### src/rtl/if_stage_pkg.sv
// Shared definitions for the instruction-fetch stage: FSM encoding, reset vector
// default and MIPS instruction field positions.
package if_stage_pkg;

  typedef enum logic [1:0] {
    StFetch  = 2'd0,
    StWait   = 2'd1,
    StDecode = 2'd2
  } if_state_e;

  localparam logic [31:0] DefaultResetVector = 32'h0000_0000;

  localparam int unsigned OpcodeMsb = 31;
  localparam int unsigned OpcodeLsb = 26;
  localparam int unsigned TargetMsb = 25;
  localparam int unsigned TargetLsb = 0;
  localparam int unsigned ImmMsb    = 15;
  localparam int unsigned ImmLsb    = 0;

endpackage

### src/rtl/next_pc_sel.sv
// Combinational next-PC selection: jr, then j/jal, then taken branch, else fall-through.
module next_pc_sel
  import if_stage_pkg::*;
(
  input  logic [31:0] link_addr,
  input  logic [31:0] ir,
  input  logic [31:0] rs_value,
  input  logic        jump_flag,
  input  logic        branch_flag,
  input  logic        jal_flag,
  input  logic        jr_flag,
  input  logic        branch_cond,
  output logic [31:0] next_pc
);

  logic [31:0] jump_target;
  logic [31:0] branch_target;
  logic        unused_opcode;

  // Opcode is decoded upstream; only target and immediate fields matter here.
  assign unused_opcode = ^ir[OpcodeMsb:OpcodeLsb];

  assign jump_target   = {link_addr[31:28], ir[TargetMsb:TargetLsb], 2'b00};
  assign branch_target = link_addr + {{14{ir[ImmMsb]}}, ir[ImmMsb:ImmLsb], 2'b00};

  always_comb begin
    next_pc = link_addr;
    if (jr_flag) begin
      next_pc = rs_value;
    end else if (jump_flag | jal_flag) begin
      next_pc = jump_target;
    end else if (branch_flag & branch_cond) begin
      next_pc = branch_target;
    end
  end

endmodule

### src/rtl/if_stage.sv
// Instruction-fetch stage: owns the PC, handshakes with instruction memory and
// holds the fetched word for the control unit.
module if_stage
  import if_stage_pkg::*;
#(
  parameter logic [31:0] RESET_VECTOR = DefaultResetVector
) (
  input  logic        clock,
  input  logic        reset,
  input  logic        stall,
  output logic        imem_req,
  output logic [31:0] imem_addr,
  input  logic        imem_ready,
  input  logic [31:0] imem_data,
  input  logic        jump_flag,
  input  logic        branch_flag,
  input  logic        jal_flag,
  input  logic        jr_flag,
  input  logic        branch_cond,
  input  logic [31:0] rs_value,
  output logic [31:0] ir,
  output logic        ir_valid,
  output logic [31:0] link_addr,
  output logic [31:0] pc
);

  if_state_e   state_q, state_d;
  logic [31:0] pc_q;
  logic [31:0] ir_q;
  logic [31:0] link_q;
  logic [31:0] next_pc;

  always_ff @(posedge clock) begin
    if (reset) begin
      state_q <= StFetch;
    end else begin
      state_q <= state_d;
    end
  end

  always_comb begin
    state_d = state_q;
    unique case (state_q)
      StFetch:  if (!stall) state_d = StWait;
      StWait:   if (imem_ready) state_d = StDecode;
      StDecode: state_d = StFetch;
      default:  state_d = StFetch;
    endcase
  end

  always_comb begin
    imem_req = 1'b0;
    ir_valid = 1'b0;
    unique case (state_q)
      StFetch:  imem_req = ~stall & ~reset;
      StDecode: ir_valid = 1'b1;
      default:  ;
    endcase
  end

  // A response arriving outside WAIT never touches ir/link_addr.
  always_ff @(posedge clock) begin
    if (reset) begin
      pc_q   <= RESET_VECTOR;
      ir_q   <= '0;
      link_q <= '0;
    end else begin
      if (state_q == StWait && imem_ready) begin
        ir_q   <= imem_data;
        link_q <= pc_q + 32'd4;
      end
      if (state_q == StDecode) begin
        pc_q <= next_pc;
      end
    end
  end

  next_pc_sel u_next_pc_sel (
    .link_addr   (link_q),
    .ir          (ir_q),
    .rs_value    (rs_value),
    .jump_flag   (jump_flag),
    .branch_flag (branch_flag),
    .jal_flag    (jal_flag),
    .jr_flag     (jr_flag),
    .branch_cond (branch_cond),
    .next_pc     (next_pc)
  );

  assign imem_addr = pc_q;
  assign pc        = pc_q;
  assign ir        = ir_q;
  assign link_addr = link_q;

endmodule
### config.mk
export PLATFORM = sky130hd
export DESIGN_NAME = if_stage
export DESIGN_NICKNAME = d
export VERILOG_FILES = /design/src/rtl/if_stage_pkg.sv /design/src/rtl/next_pc_sel.sv /design/src/rtl/if_stage.sv
export SDC_FILE = /design/constraint.sdc
export NUM_CORES = 1
export LEC_CHECK = 0
export CORE_AREA = 2 2 121 123
export CTS_CLUSTER_DIAMETER = 50
export DETAILED_ROUTE_END_ITERATION = 8
export DIE_AREA = 0 0 123 125
export PLACE_DENSITY = 0.8
export SYNTH_ARGS = -nofsm -noshare
export SYNTH_HDL_FRONTEND = slang
export SYNTH_SLANG_ARGS = --single-unit
### constraint.sdc
create_clock -name clock -period 4.8 [get_ports clock]
set_input_delay 0.48 -clock clock [delete_from_list [all_inputs] [get_ports clock]]
set_output_delay 0.48 -clock clock [all_outputs]
set_load 0.02 [all_outputs]
==> metrics.md <==
| Metric | Value |
|---|---|
| EDFF count, synth | `0` |
| Combinational Power Share | `21.2%` |
| Setup violators final | `0` |
| Worst r2r src | `ir[0]$_SDFFE_PP0P_` |
| Pre-antenna DRT Iters | `5` |
| WL final | `22070 um` |
| Most common cell in the synthesized netlist | `nand2_1` |
| Worst setup SP type | `register` |
| WP data arrival | `3530 ps` |
| Row cnt | `44` |
| Post-layout util | `61.16%` |
| Req. time, crit path | `5070 ps` |
| Max cap viols | `0` |
| Yosys warnings | `0` |
| Clk slew on worst S/H paths | `70 ps` |
| Post-route insts no fill | `1198` |
| PD cells | `249.8 nW/um2` |
| Sequential-to-total area share from yosys stat | `30.10%` |
| Synth area leaders | `dfxtp_1 (30%), nand2_1 (8.3%), a21oi_1 (6.0%)` |
| Clk buf depth | `2` |
| Antenna cells | `0` |
| Overall Power | `2.170 mW` |
| HPWL Detailed | `15860 um` |
| DRC violations left | `0` |
| Synth area leader | `dfxtp_1` |
| Global Route Usage Sum | `28.63%` |
| Initial antenna violation count | `0` |
| CTS root buffer | `clkbuf_16` |
| Iter 0 DRT Violations | `554` |
| FMAX | `306.5 MHz` |
| Final Max Tran Viols | `0` |
| Min-delay src | `ir[30]$_SDFFE_PP0P_` |
| Placed inst area | `8369 um2` |
| P_sw | `650.1 uW` |
| Switching share of total power | `29.96%` |
| Area delta synth->final | `33.26%` |
| Synth cell types | `63` |
| Prevailing post-synth register cell | `dfxtp_1` |
| Die height | `125 um` |
| Worst setup margin | `1538 ps` |
| Worst hold path type | `register to register` |
| # resized after CTS | `0` |
| I/O pins | `203` |
| Synth Register Bits | `98` |
| Syn Std Cell Area | `6519 um2` |
| Die width | `123 um` |
| Largest net degree at the start of global routing | `81` |
| Status | `complete, no violations` |
| Async set-reset flop share out of synthesis | `0%` |
| Placement Setup Slack | `1616 ps` |
| Internal power | `1.520 mW` |
| First-pass GRT wire length | `34930 um` |
| TritonCTS clock tree | `built` |
| Vias in the first global route | `6444` |
| Mapped Cells | `877` |
| Via count | `6902` |
| Starting density of the core | `45.89%` |
| Mean Syn Cell Area | `7.433 um2` |
| Design area | `8687 um2` |
| Final GP Congestion | `0.9229` |
| Core Region | `14200 um2` |
| Avg Vias per Cell | `5.761` |
| Die area | `15380 um2` |
| CP Launch Point | `ir[0]$_SDFFE_PP0P_` |
| Post-layout net count | `1113` |
| Hold_buf cts | `0` |
| Final Cycle Share | `67.97%` |
| Num CTS Buffers | `9` |
| Synth top area share | `30.10%` |
| Mapped Nets | `981` |
| Clock Power Share | `37.1%` |
| Post-DRT Antenna Nets | `0` |
| # fillers | `1311` |
| Slew headroom | `32.45%` |
| Routed wire per std cell | `18.42 um` |
| Post-CTS Setup Inserts | `0` |
| Post-layout min period | `3262 ps` |
| VDD IR max | `0.2386 mV` |
| CTS sink cnt | `98` |
| Crit-path max FO | `5` |
| Crit end category | `register` |
| H-Tree Depth | `3` |
| Dpl cells | `1182` |
| Worst slew pin tran | `1012 ps` |
| Post-route setup TNS | `0 ps` |
| Post-synth top cells | `nand2_1 (145), nor2_1 (100), dfxtp_1 (98), a21oi_1 (78), clkbuf_1 (52)` |
| Final Hold Vio Count | `0` |
| Worst-Skew Late Latency | `360 ps` |
| Sequential share of power | `41.6%` |
| Skew final | `7.766 ps` |
| Layout cells sized above 1 | `3.649%` |
| Grt total ovfl | `0` |
| Crit Path Category | `register to register` |
| RSZ-0062 raised after global routing | `false` |
| PortBufs | `202` |
| WHS | `454.8 ps` |
| Leakage | `3.104 nW` |
==> critical path, stage by stage (launching register included) <==
cell      delay (ps)
dfxtp_1          350
ha_1             240
fa_1             400
a21o_1           200
a21oi_1          280
o211ai_1         220
a41oi_2          380
o21ai_1          210
a21oi_1          360
xnor2_1          170
nand2_1           70
a221oi_1         280
==> sequential cells by signal, summed over array words and instances (netlist names) <==
| name | flops |
|---|---|
| imem_addr | 32 |
| ir | 32 |
| link_addr | 32 |
| state_q | 2 |
==> power by group through the flow <==
stage	sequential [mW]	clock, mW	combinational, mW
final	0.903	0.806	0.461
after floorplan	0.947	0	0.224
after global routing	0.908	0.840	0.498
after CTS	0.902	0.813	0.458
after detailed placement	0.920	0	0.456
after global placement	0.919	0	0.453
==> layout make-up <==
class,count,area (um2),share of cell area (%)
multi-input cells,682,4076,46.92
repair buffers,209,2067,23.79
flip-flops and latches,98,1962,22.58
clock buffers,11,232.7,2.679
well taps,184,230.2,2.650
clock inverters,5,85.08,0.9794
inverters,9,33.78,0.3889
==> routing by layer <==
layer | global-route usage [%] | part of all wire (%)
met4 | 6.751 | 1.6
met1 | 40.18 | 44
met2 | 43.48 | 44
met3 | 8.075 | 9.8
met5 | 0 | 0
==> cells in the final DEF, fill, tap and decap left out, drive strengths merged, types with 8 or more instances in the layout <==
cell,count
xnor2,18
a211oi,40
and3,13
o21ai,44
dfxtp,98
a311oi,8
inv,11
ha,30
nand2,145
o211ai,19
clkdlybuf4s50,200
a21o,15
nor3,19
clkbuf,11
a21oi,79
nand3,18
buf,9
nand4,12
nor2,100
or3,9
xor2,30
==> kinds of logic (layout without fill, tap and decap cells) <==
family	count (synthesis)	count (layout)	share of synthesized area [%]
and+or+nand+nor	349	349	24.11
muxes	4	4	0.6334
AOI/OAI and AO/OA	250	250	25.12
buffers and inverters	97	234	7.524
xor gates and xnor gates	48	48	6.449
adders and majority gates	31	31	6.065
DFF	98	98	30.10
==> path summary, 6_finish.rpt <==
| check | endpoint | slack [ps] | depth (start not counted) |
|---|---|---|---|
| max reg2reg | imem_addr[22]$_SDFFE_PP0P_ | 1540 | 11 |
| min reg2reg | ir[30]$_SDFFE_PP0P_ | 450 | 2 |
| max | imem_addr[22]$_SDFFE_PP0P_ | 1540 | 11 |
| min | ir[30]$_SDFFE_PP0P_ | 450 | 2 |
(Power assumes the default switching activity.)
